### config.mk
export PLATFORM = sky130hd
export DESIGN_NAME = instruction_fetch
export DESIGN_NICKNAME = d
export VERILOG_FILES = /design/src/rtl/instruction_fetch.sv
export SDC_FILE = /design/constraint.sdc
export NUM_CORES = 1
export LEC_CHECK = 0
export BUFFER_PORTS_ARGS = -buffer_cell sky130_fd_sc_hd__buf_2
export CORE_MARGIN = 4
export CORE_UTILIZATION = 45
export CTS_BUF_LIST = sky130_fd_sc_hd__clkbuf_2 sky130_fd_sc_hd__clkbuf_4 sky130_fd_sc_hd__clkbuf_8
export DETAILED_ROUTE_END_ITERATION = 6
export PLACE_DENSITY = 0.68
export REMOVE_ABC_BUFFERS = 1
export SLEW_MARGIN = 20
export SYNTH_ARGS = -nofsm -noshare
export SYNTH_HDL_FRONTEND = slang
export SYNTH_SLANG_ARGS = --single-unit
### constraint.sdc
create_clock -name clk -period 4.8 [get_ports clk]
set_clock_uncertainty 0.05 [all_clocks]
set_input_delay 0.24 -clock clk [delete_from_list [all_inputs] [get_ports clk]]
set_output_delay 0.24 -clock clk [all_outputs]
set_load 0.02 [all_outputs]
### src/rtl/instruction_fetch.sv
// Instruction fetch front end: owns the PC, reads one word per cycle from a
// combinational instruction memory and queues {pc, word} pairs for decode.
module instruction_fetch #(
  parameter int unsigned RESET_PC = 0,
  parameter int unsigned DEPTH    = 2,
  parameter int unsigned MEM_SIZE = 256
) (
  input  logic        clk,
  input  logic        rst,
  input  logic        enable,
  output logic [31:0] imem_addr,
  output logic        imem_re,
  output logic        imem_we,
  output logic [31:0] imem_din,
  input  logic [31:0] imem_out,
  input  logic        redirect_valid,
  input  logic [31:0] redirect_pc,
  output logic        inst_valid,
  output logic [31:0] inst,
  output logic [31:0] inst_pc,
  input  logic        inst_ready,
  output logic        halted
);

  localparam int          PTR_W      = $clog2(DEPTH);
  localparam int          CNT_W      = PTR_W + 1;
  localparam logic [31:0] MEM_SIZE_W = 32'(MEM_SIZE);
  localparam logic [31:0] RESET_PC_W = 32'(RESET_PC % MEM_SIZE);

  typedef enum logic {
    S_FETCH = 1'b0,
    S_HALT  = 1'b1
  } state_e;

  state_e             state_q, state_d;
  logic [31:0]        pc_q, pc_d;
  logic [PTR_W-1:0]   rd_ptr_q, rd_ptr_d;
  logic [PTR_W-1:0]   wr_ptr_q, wr_ptr_d;
  logic [CNT_W-1:0]   count_q, count_d;

  logic [31:0]        inst_mem [DEPTH];
  logic [31:0]        pc_mem   [DEPTH];

  logic               fire;
  logic               push;
  logic               pop;
  logic [31:0]        pc_inc;

  // Handshake: an entry transfers on any rising edge where inst_valid and
  // inst_ready are both high; inst/inst_pc hold steady while inst_ready is low.
  // fire looks only at the registered count, so a same-cycle pop never frees a slot.
  assign fire   = (state_q == S_FETCH) && enable && (count_q < CNT_W'(DEPTH)) && !redirect_valid;
  assign push   = fire && (imem_out != 32'd0);
  assign pop    = inst_valid && inst_ready;
  assign pc_inc = (pc_q == MEM_SIZE_W - 32'd1) ? 32'd0 : pc_q + 32'd1;

  always_comb begin
    state_d  = state_q;
    pc_d     = pc_q;
    rd_ptr_d = rd_ptr_q;
    wr_ptr_d = wr_ptr_q;
    count_d  = count_q;
    if (redirect_valid) begin
      state_d  = S_FETCH;
      pc_d     = redirect_pc % MEM_SIZE_W;
      rd_ptr_d = '0;
      wr_ptr_d = '0;
      count_d  = '0;
    end else begin
      if (pop) begin
        rd_ptr_d = rd_ptr_q + PTR_W'(1);
      end
      if (push) begin
        wr_ptr_d = wr_ptr_q + PTR_W'(1);
        pc_d     = pc_inc;
      end
      case ({push, pop})
        2'b10:   count_d = count_q + CNT_W'(1);
        2'b01:   count_d = count_q - CNT_W'(1);
        default: count_d = count_q;
      endcase
      if (fire && (imem_out == 32'd0)) begin
        state_d = S_HALT;
      end
    end
  end

  always_ff @(posedge clk) begin
    if (rst) begin
      state_q  <= S_FETCH;
      pc_q     <= RESET_PC_W;
      rd_ptr_q <= '0;
      wr_ptr_q <= '0;
      count_q  <= '0;
    end else begin
      state_q  <= state_d;
      pc_q     <= pc_d;
      rd_ptr_q <= rd_ptr_d;
      wr_ptr_q <= wr_ptr_d;
      count_q  <= count_d;
    end
  end

  // Payload storage needs no reset: count_q gates every read of it.
  always_ff @(posedge clk) begin
    if (push) begin
      inst_mem[wr_ptr_q] <= imem_out;
      pc_mem[wr_ptr_q]   <= pc_q;
    end
  end

  assign inst_valid = (count_q != '0);
  assign inst       = inst_valid ? inst_mem[rd_ptr_q] : 32'd0;
  assign inst_pc    = inst_valid ? pc_mem[rd_ptr_q] : 32'd0;
  assign halted     = (state_q == S_HALT);

  assign imem_addr  = pc_q;
  assign imem_re    = fire;
  assign imem_we    = 1'b0;
  assign imem_din   = 32'd0;

endmodule

==> results by group, run 1 <==
Detailed routing
  – Drc violations: 0
  – Via Count: 5028
  – DR vias/cell: 5.22
  – 1st-pass router iterations: 5
  – Antenna viol nets, final: 0
  – Top Layer Used: met4
  – Initial DRC Count: 350
  – M1 WL: 7140 um
  – Final WL: 16200 um
  – WL/cell: 16.8 um
  – Met3 WL: 1150 um
  – Met2 wire len: 7700 um

Yosys
  – Post-synth top area share: 53.7%
  – Post-Syn Area: 7150 um^2
  – Post-synth EDFFs: 128
  – Number of warnings issued by yosys: 0
  – Area leader, netlist: edfxtp_1
  – Synth unique cells: 54
  – Post-synthesis register bit count: 166
  – Ranking of synthesized cells by area: edfxtp_1 (54%), dfxtp_1 (11%), mux2i_1 (9.4%)
  – Async set-or-reset flop fraction in the synthesized netlist: 0%
  – Mean Syn Cell Area: 12.8 um^2
  – Mapped Cells: 560
  – Dominant synthesized flop cell: edfxtp_1
  – Sequential share of the synthesized area: 64.4%

GRT
  – Via count of the first global-routing pass: 4874
  – First-pass GRT wire length: 25300 um
  – Largest net degree at the start of global routing: 65
  – Antenna violations before repair: 0
  – Overflow after GRT: 0
  – Global Route Usage Sum: 17.9%

Die
  – DIE HEIGHT: 134 um
  – Initial Util: 46.5%
  – Die width: 134 um
  – Core Box Area: 15400 um^2
  – Die area: 18000 um^2
  – Cell Rows: 45
  – # IOs: 201

Critical path
  – Worst Path Max Fanout: 10
  – Worst path slowest cell: dlygate4sd3_1
  – Worst EP required: 5130 ps
  – Crit path largest cell delay: 530 ps
  – CP cell instances: dlygate4sd3_1 > buf_2 > nor4_1 > nand4_2 > o21a_1 > inv_2 > ha_1 > or3_2 > a21oi_1
  – Arrival @ worst endpoint: 3350 ps
  – Startpoint types: input pin
  – Setup CP Type: input pin to flip-flop
  – CP top delay family: simple AND/OR/NAND/NOR gates
  – CP endpoint kind: flip-flop
  – CP Buf/Inv Count: 3

Cells and area
  – Layout cell share with drive strength beyond 1: 26.2%
  – Layout area overhead: 21.8%
  – Sequential Area: 4610 um^2
  – Final Core Density: 56.7%
  – Final nets: 810
  – Finished Cell Area: 8710 um^2
  – N_diodes: 0
  – Area of the multi-input gates: 2310 um^2
  – Fillers: 1268

Power
  – PwrDens: 309 nW/um^2
  – Leak: 0.00323 uW
  – P_sw: 631 uW
  – Clock power frac: 33.0%
  – Worst vdd ir: 0.136 mV
  – Internal Power: 2070 uW
  – Combinational share of power: 7.9%
  – Flop pwr share: 59.1%
  – Switching share of power: 23.4%

Clock tree
  – Hold_buf cts: 35
  – Clock sinks: 166
  – Maximum clock path buffer count: 2
  – Clock Tree Root: clkbuf_8
  – Worst skew pair latency: 450 ps
  – Cts bufs inserted: 17
  – CTS tree: done
  – Cts repair resizes: 0
  – H-Tree Level Count: 4
  – Worst-path clk slew: 90 ps
  – Setup Buffers After CTS: 0

STA
  – Final setup vio count: 0
  – Max Freq: 331 MHz
  – Final Hold Viols: 0
  – Setup TNS: 0 ps
  – RSZ-0062 raised after global routing: no
  – Fin crit period: 3020 ps
  – Max Slew Vio Count: 0
  – Worst relative slew slack: 39.9%
  – Period utilization: 62.9%
  – Worst-Margin Slew: 901 ps

Worst hold path
  – Hold WC Path Type: input pin to flip-flop

Job
  – Max-Cap Viols: 0

Outcome
  – Status: finished clean

Place
  – Dpl cell area: 7990 um^2
  – RePlAce Congestion: 0.828
  – Post-DP HPWL: 10500 um
  – Input/output buffers: 143
-- path summary, 6_finish.rpt --
kind	from	to	slack [ps]	depth (start not counted)
worst min register to register	rd_ptr_q	flip-flop	470	2
worst max-delay path	imem_out[18]	count_q[1]	1780	9
worst min-delay path	redirect_pc[1]	imem_addr[1]	30	3
worst max register to register	count_q[1]	inst_mem[1][11]	1970	5
-- flip-flops by register name, summed over array words and instances (netlist names), named ones only --
name / flops
rd_ptr_q: 1
pc_mem: 64
halted: 1
count_q: 2
inst_mem: 64
imem_addr: 32
wr_ptr_q: 1
-- worst min-delay path, stage by stage --
cell     delay (ps)
buf_2           100
nand2_1          60
a31oi_1          70
-- final cells by class --
type,instances,area share (%)
clock inverters,12,1.01
clock buffers,20,2.94
multi-input cells,361,26.5
inverters,10,0.431
repair buffers,183,13.2
well taps,211,3.03
flip-flops and latches,166,52.9
-- logic make-up after synthesis --
logic type               synth area share, %
flip-flops                              64.4
buffers and inverters                   5.30
AND/OR/NAND/NOR                         13.4
adder cells (fa/ha/maj)                0.350
AO/OA/AOI/OAI                           6.42
multiplexers                            9.38
XOR/XNOR                               0.735
other                                 0.0524
-- cell usage after synthesis (3+ instances only) --
library cell	count
or3_2	3
or3_1	10
mux2i_1	67
a31oi_1	5
and3_1	4
nor4_1	8
or4_1	16
edfxtp_1	128
nand4_1	7
xnor2_1	3
o31ai_1	8
o21ai_0	14
buf_4	33
nand3_1	13
o211ai_1	4
inv_1	9
nand2_1	18
xor2_1	3
clkbuf_1	12
a21oi_1	25
buf_1	6
buf_2	3
nor3_1	4
dfxtp_1	38
nor2_1	86
-- placed cells by master, fill, tap and decap left out, types with 2 or more instances in the layout --
cell	netlist	routed
o31ai_1	8	8
clkinv_2	0	4
nor2_4	0	3
inv_1	9	9
xnor2_1	3	3
and3_1	4	4
conb_1	1	33
dfxtp_1	38	37
clkbuf_8	0	17
a31oi_1	5	5
buf_2	3	143
a21oi_1	25	25
clkinvlp_4	0	3
dlygate4sd3_1	0	35
nor2_1	86	83
o21a_1	2	2
clkinv_1	0	4
ha_1	2	2
nor3_1	4	4
o21ai_0	14	14
buf_12	0	2
nand4_1	7	7
nor4_1	8	8
xor2_1	3	3
mux2i_1	67	67
edfxtp_1	128	128
nand4_2	2	2
or3_1	10	10
o211ai_1	4	4
clkbuf_4	0	4
nand3_1	13	13
or4_1	16	16
or3_2	3	3
o2111ai_1	2	2
nand2_1	18	18
-- power by group through the flow --
| stage | clock, uW | combinational, uW | sequential (uW) |
|---|---|---|---|
| 2_1_floorplan | 0 | 110 | 1630 |
| 3_3_place_gp | 0 | 186 | 1630 |
| 3_5_place_dp | 0 | 188 | 1630 |
| 4_1_cts | 913 | 211 | 1600 |
| 5_1_grt | 971 | 233 | 1600 |
| 6_report | 889 | 214 | 1590 |
-- routing by layer --
metal	GRT usage (%)	vias to the layer above
li1	-	2398
met1	23.4	2415
met2	29.1	197
met3	5.21	18
met4	5.32	0
met5	0	-
-- per-stage QoR --
step | worst slack, ps | power, uW | instances | hold slack (ps)
2_1_floorplan | 155 | 1740 | 537 | 259
3_3_place_gp | 1910 | 1810 | 894 | 394
3_5_place_dp | 1840 | 1820 | 894 | 395
4_1_cts | 1770 | 2720 | 961 | 4.11
5_1_grt | 1640 | 2800 | 963 | 1.55
6_report | 1780 | 2700 | 963 | 29.4
Power figures use the tool's default switching activity.
==> run 2: changes to the inputs <==
--- a/config.mk
+++ b/config.mk
@@ -10,7 +10,7 @@
 export CORE_UTILIZATION = 45
 export CTS_BUF_LIST = sky130_fd_sc_hd__clkbuf_2 sky130_fd_sc_hd__clkbuf_4 sky130_fd_sc_hd__clkbuf_8
 export DETAILED_ROUTE_END_ITERATION = 6
-export PLACE_DENSITY = 0.68
+export PLACE_DENSITY = 0.71
 export REMOVE_ABC_BUFFERS = 1
 export SLEW_MARGIN = 20
 export SYNTH_ARGS = -nofsm -noshare
==> constraint.sdc (replaced) <==
create_clock -name clk -period 2.46 [get_ports clk]
set_clock_uncertainty 0.05 [all_clocks]
set_input_delay 0.123 -clock clk [delete_from_list [all_inputs] [get_ports clk]]
set_output_delay 0.123 -clock clk [all_outputs]
set_load 0.02 [all_outputs]
==> run 2 against run 1 <==
Effect of this change: register-to-register slack got worse by 1900 ps; flip-flop and latch count did not move; critical path depth decreased by 2; sequential share of layout area fell by 1.8 points; clock power is 100% higher; cell area is 3.5% higher; non-clock buffer count grew 29; worst setup slack worse by 1700 ps; core utilization grew 2.0 points; first-iteration DRC count is 6.9% lower; worst hold slack better by 14 ps; largest power group unchanged.
==> results by group, run 2 (synthesized netlist as in run 1, its figures left out) <==
Critical path
  – Crit path largest cell delay: 570 ps
  – Cell mode on critical path: nand3_1
  – CP cell instances: ha_1 > nand3_1 > nor3_1 > nand4_1 > nand3_1 > a31oi_1 > dlygate4sd3_1
  – Startpoint types: flip-flop
  – CP endpoint: imem_addr[1]
  – CP Buf/Inv Count: 1
  – Crit path launch: imem_addr[1]
  – Worst path slowest cell: dlygate4sd3_1
  – R2R Setup Slk: 50 ps
  – Worst R2R Start: imem_addr[1]
  – R2r worst-path depth: 7
  – Worst EP required: 2750 ps
  – Setup CP Type: flip-flop to flip-flop
  – Total stage count of the critical path: 7
  – CP endpoint kind: flip-flop
  – FF-to-FF End: imem_addr[1]
  – Worst Path Max Fanout: 7
  – Arrival @ worst endpoint: 2710 ps
  – CP top delay family: simple AND/OR/NAND/NOR gates

Clock tree
  – Maximum clock path buffer count: 2
  – Worst skew pair latency: 450 ps
  – Worst-path clk slew: 90 ps
  – Cts bufs inserted: 17
  – CTS tree: done
  – Clock Tree Root: clkbuf_8
  – Clock sinks: 166
  – H-Tree Level Count: 4

Place
  – RePlAce Congestion: 0.867
  – Dpl cells: 915
  – Dpl cell area: 8160 um^2
  – Post-DP HPWL: 11000 um
  – Input/output buffers: 143

Cells and area
  – Commonest cells after routing, fill and taps aside: buf_2 (143), edfxtp_1 (128), nor2_1 (83), mux2i_1 (67), dlygate4sd3_1 (43)
  – Non-Filler Instances: 993
  – Layout cell share with drive strength beyond 1: 29.3%
  – Finished Cell Area: 9020 um^2
  – Layout area overhead: 26.1%
  – Final nets: 839
  – Commonest non-fill, non-tap cell in the layout: buf_2

STA
  – Setup TNS: 0 ps
  – Hold Slack: 43.8 ps
  – Max Freq: 414 MHz
  – Fin crit period: 2410 ps
  – Worst relative slew slack: 39.6%
  – Max Slew Vio Count: 0
  – Worst-Margin Slew: 904 ps
  – Period utilization: 98.1%
  – Final Hold Viols: 0
  – Final setup vio count: 0

Die
  – Initial Util: 46.5%
  – Die area: 18000 um^2
  – # IOs: 201
  – Core Box Area: 15400 um^2
  – DIE HEIGHT: 134 um
  – Cell Rows: 45
  – Die width: 134 um

Power
  – Combinational share of power: 8.5%
  – Design Power: 5350 uW
  – P_sw: 1310 uW
  – Worst vdd ir: 0.335 mV
  – Leak: 0.00336 uW
  – Flop pwr share: 58.0%
  – Internal Power: 4040 uW
  – Clock power frac: 33.4%
  – PwrDens: 593 nW/um^2
  – Switching share of power: 24.5%

Outcome
  – Status: finished clean

GRT
  – Antenna violations before repair: 0
  – Largest net degree at the start of global routing: 65
  – Via count of the first global-routing pass: 5076
  – First-pass GRT wire length: 26000 um
  – Global Route Usage Sum: 18.4%
  – Overflow after GRT: 0

Detailed routing
  – Initial DRC Count: 326
  – DR vias/cell: 5.21
  – Antenna viol nets, final: 0
  – 1st-pass router iterations: 6
  – Drc violations: 0
  – Final WL: 16600 um
  – Via Count: 5171
  – WL/cell: 16.7 um

Job
  – Max-Cap Viols: 0

Worst hold path
  – Hold WC Path Type: input pin to flip-flop
  – Hold Path Depth: 4
-- run 2: layer usage --
metal	vias to the layer above	global-route usage [%]	wire, um
met4	0	6.22	243
met1	2501	22.5	6960
met5	-	0	0
met2	202	31.1	8220
met3	21	5.63	1200
li1	2447	-	-
-- run 2: tightest hold or removal path, delay by kind of cell --
kind	cells	cell delay (ps)
XOR/XNOR	1	90
buffers and inverters	1	70
AND/OR/NAND/NOR	2	220
-- run 2: cell type report --
| type | instances | area [um^2] |
|---|---|---|
| Clock buffer | 17 | 234 |
| Multi-Input combinational cell | 361 | 2360 |
| Fill cell | 1235 | 6350 |
| Antenna cell | 1 | 2.50 |
| Inverter | 10 | 37.5 |
| Clock inverter | 15 | 131 |
| Timing Repair Buffer | 212 | 1380 |
| Tap cell | 211 | 264 |
| Sequential cell | 166 | 4610 |
-- run 2: repair_timing --
action,in CTS,in global routing
endpoints found under the hold margin,72,0
resized for setup,0,9
buffers inserted,0,2
hold buffers,43,0
setup endpoints to repair,0,46
-- run 2: metrics by stage --
step / worst slack (ps) / utilization (%)
after floorplan: -2190 / -
after global routing: -2.17 / 58.7
final: 47.1 / 58.7
after detailed placement: -11.9 / 53.1
after CTS: 12.3 / 58.2
after global placement: 23.3 / 53.1
-- run 2: how the worst min path moves through the flow --
stage,slack (ps),endpoint,startpoint
2_1_floorplan,140,imem_addr[2],rst
3_3_place_gp,280,inst_mem[0][18],imem_out[18]
3_5_place_dp,280,inst_mem[0][5],imem_out[5]
4_1_cts,10,flip-flop,inst_ready
5_1_grt,40,flip-flop,inst_ready
6_report,40,flip-flop,inst_ready
-- run 2: power groups by stage --
stage                     clock, uW  combinational, uW  sequential [uW]
after detailed placement          0                394             3170
after global placement            0                386             3160
after CTS                      1840                449             3100
after floorplan                   0                215             3180
final                          1790                457             3100
after global routing           1950                492             3110
==> run 3: changes to the inputs <==
--- a/config.mk
+++ b/config.mk
@@ -7,10 +7,10 @@
 export LEC_CHECK = 0
 export BUFFER_PORTS_ARGS = -buffer_cell sky130_fd_sc_hd__buf_2
 export CORE_MARGIN = 4
-export CORE_UTILIZATION = 45
+export CORE_UTILIZATION = 25
 export CTS_BUF_LIST = sky130_fd_sc_hd__clkbuf_2 sky130_fd_sc_hd__clkbuf_4 sky130_fd_sc_hd__clkbuf_8
 export DETAILED_ROUTE_END_ITERATION = 6
-export PLACE_DENSITY = 0.71
+export PLACE_DENSITY = 0.44
 export REMOVE_ABC_BUFFERS = 1
 export SLEW_MARGIN = 20
 export SYNTH_ARGS = -nofsm -noshare
==> run 3 against run 2 <==
Effect of this change: wire length grew 17%; core utilization is 25 points lower; clock power is 4% higher; first-iteration DRC count is 25% lower; sequential power barely moved; critical endpoint is now count_q[1]; largest cell class unchanged; largest power group unchanged.
==> results by group, run 3 (synthesized netlist as in run 1, its figures left out) <==
Clock tree
  – CTS tree: done
  – Clock Tree Root: clkbuf_8
  – Worst skew pair latency: 440 ps
  – Worst-path clk slew: 90 ps
  – Cts bufs inserted: 17
  – H-Tree Level Count: 4
  – Setup Buffers After CTS: 0
  – Clock sinks: 166
  – Maximum clock path buffer count: 2

Die
  – DIE HEIGHT: 177 um
  – Core Box Area: 28000 um^2
  – Cell Rows: 61
  – Die area: 31400 um^2
  – # IOs: 201
  – Initial Util: 25.5%
  – Die width: 177 um

STA
  – Final Hold Viols: 0
  – Max Freq: 426 MHz
  – Max Slew Vio Count: 0
  – Fin crit period: 2350 ps
  – Final setup vio count: 0
  – RSZ-0062 raised after global routing: no
  – Worst-Margin Slew: 798 ps
  – Setup TNS: 0 ps
  – Period utilization: 95.4%
  – Worst relative slew slack: 46.7%

Worst hold path
  – Hold WC Path Type: input pin to flip-flop
  – HP Start: redirect_pc[5]

Cells and area
  – Layout cell share with drive strength beyond 1: 30.1%
  – Commonest cells after routing, fill and taps aside: buf_2 (143), edfxtp_1 (128), nor2_1 (83), mux2i_1 (67), dlygate4sd3_1 (40)
  – Layout area overhead: 30.8%
  – Final nets: 850
  – N_diodes: 0
  – Fillers: 2841
  – Non-Filler Instances: 1169
  – Commonest non-fill, non-tap cell in the layout: buf_2

Critical path
  – Worst Path Max Fanout: 7
  – Worst R2R Start: count_q[1]
  – Worst EP required: 2800 ps
  – CP endpoint kind: flip-flop
  – Crit path largest cell delay: 550 ps
  – Startpoint types: input pin
  – Setup CP Type: input pin to flip-flop
  – Arrival @ worst endpoint: 2680 ps
  – CP cell instances: dlygate4sd3_1 > buf_2 > nor4_2 > buf_4 > nand4_2 > o21a_1 > inv_4 > ha_1 > or3_2 > a21oi_1
  – Crit path launch: imem_out[19]
  – Worst path slowest cell: dlygate4sd3_1

Detailed routing
  – Initial DRC Count: 246
  – WL/cell: 16.6 um
  – Via Count: 5111
  – Antenna viol nets, final: 0
  – Drc violations: 0
  – 1st-pass router iterations: 4
  – Final WL: 19400 um
  – DR vias/cell: 4.37

Job
  – Max-Cap Viols: 0

GRT
  – Grt met3 use: 3.12%
  – Gr busiest metal: met2
  – Global Route Usage Sum: 12.3%
  – Antenna violations before repair: 0
  – Via count of the first global-routing pass: 4899
  – Met1 GRT Util: 17.5%
  – Largest net degree at the start of global routing: 65
  – Met2 Usage GRT: 18.8%
  – Overflow after GRT: 0
  – First-pass GRT wire length: 29400 um

Place
  – Post-DP HPWL: 13300 um
  – Input/output buffers: 143
  – RePlAce Congestion: 0.763
  – Dpl cells: 1098

Power
  – Leak: 0.00346 uW
  – Worst vdd ir: 0.235 mV
  – PwrDens: 582 nW/um^2

Outcome
  – Status: finished clean
-- run 3: area by class of cell --
class                           instances  area, um^2  share of cell area [%]
Multi-Input combinational cell        361        2340                    25.0
Inverter                               10        40.0                   0.428
Timing Repair Buffer                  223        1530                    16.4
Clock buffer                           18         241                    2.58
Clock inverter                         13         124                    1.32
Sequential cell                       166        4610                    49.3
Tap cell                              378         473                    5.05
-- run 3: worst max-delay path: cells and delay by family --
family | cells | cell delay [ps]
and+or+nand+nor | 3 | 880
AOI/OAI and AO/OA | 2 | 420
adders and majority gates | 1 | 270
buffers and inverters | 4 | 990
-- run 3: final timing paths --
path	slack [ps]	endpoint	cells after the start
worst max-delay path	110	count_q[1]	10
worst min-delay path	60	imem_addr[5]	4
worst max register to register	160	pc_mem[0][17]	5
worst min register to register	480	flip-flop	2
-- run 3: report_power, final --
part / total (uW) / switching (uW) / internal, uW
Clock: 1860 / 1040 / 819
Sequential: 3100 / 30.2 / 3070
Combinational: 478 / 297 / 180
-- run 3: metal layers --
metal  vias to the layer above  wire [um]
li1                       2475          -
met1                      2473       9470
met2                       155       8660
met3                         8       1160
met4                         0        115
met5                         -          0
-- run 3: timing repair --
| action | 4_1_cts | 5_1_grt |
|---|---|---|
| gates resized for setup | 0 | 6 |
| hold endpoints to repair | 71 | 0 |
| setup endpoints to repair | 0 | 2 |
| hold buffers | 40 | 0 |
-- run 3: through the flow --
step                      area [um^2]  setup WS, ps  hold WS [ps]  total power, uW  utilization, %
after floorplan                  6930         -2190           142             3400               -
after global placement           8560          23.6           277             3590            30.6
after detailed placement         8560          5.84           283             3600            30.6
after CTS                        9330          9.33          2.85             5560            33.3
after global routing             9360          1.00          59.5             5730            33.4
final                            9360           113          59.5             5440            33.4
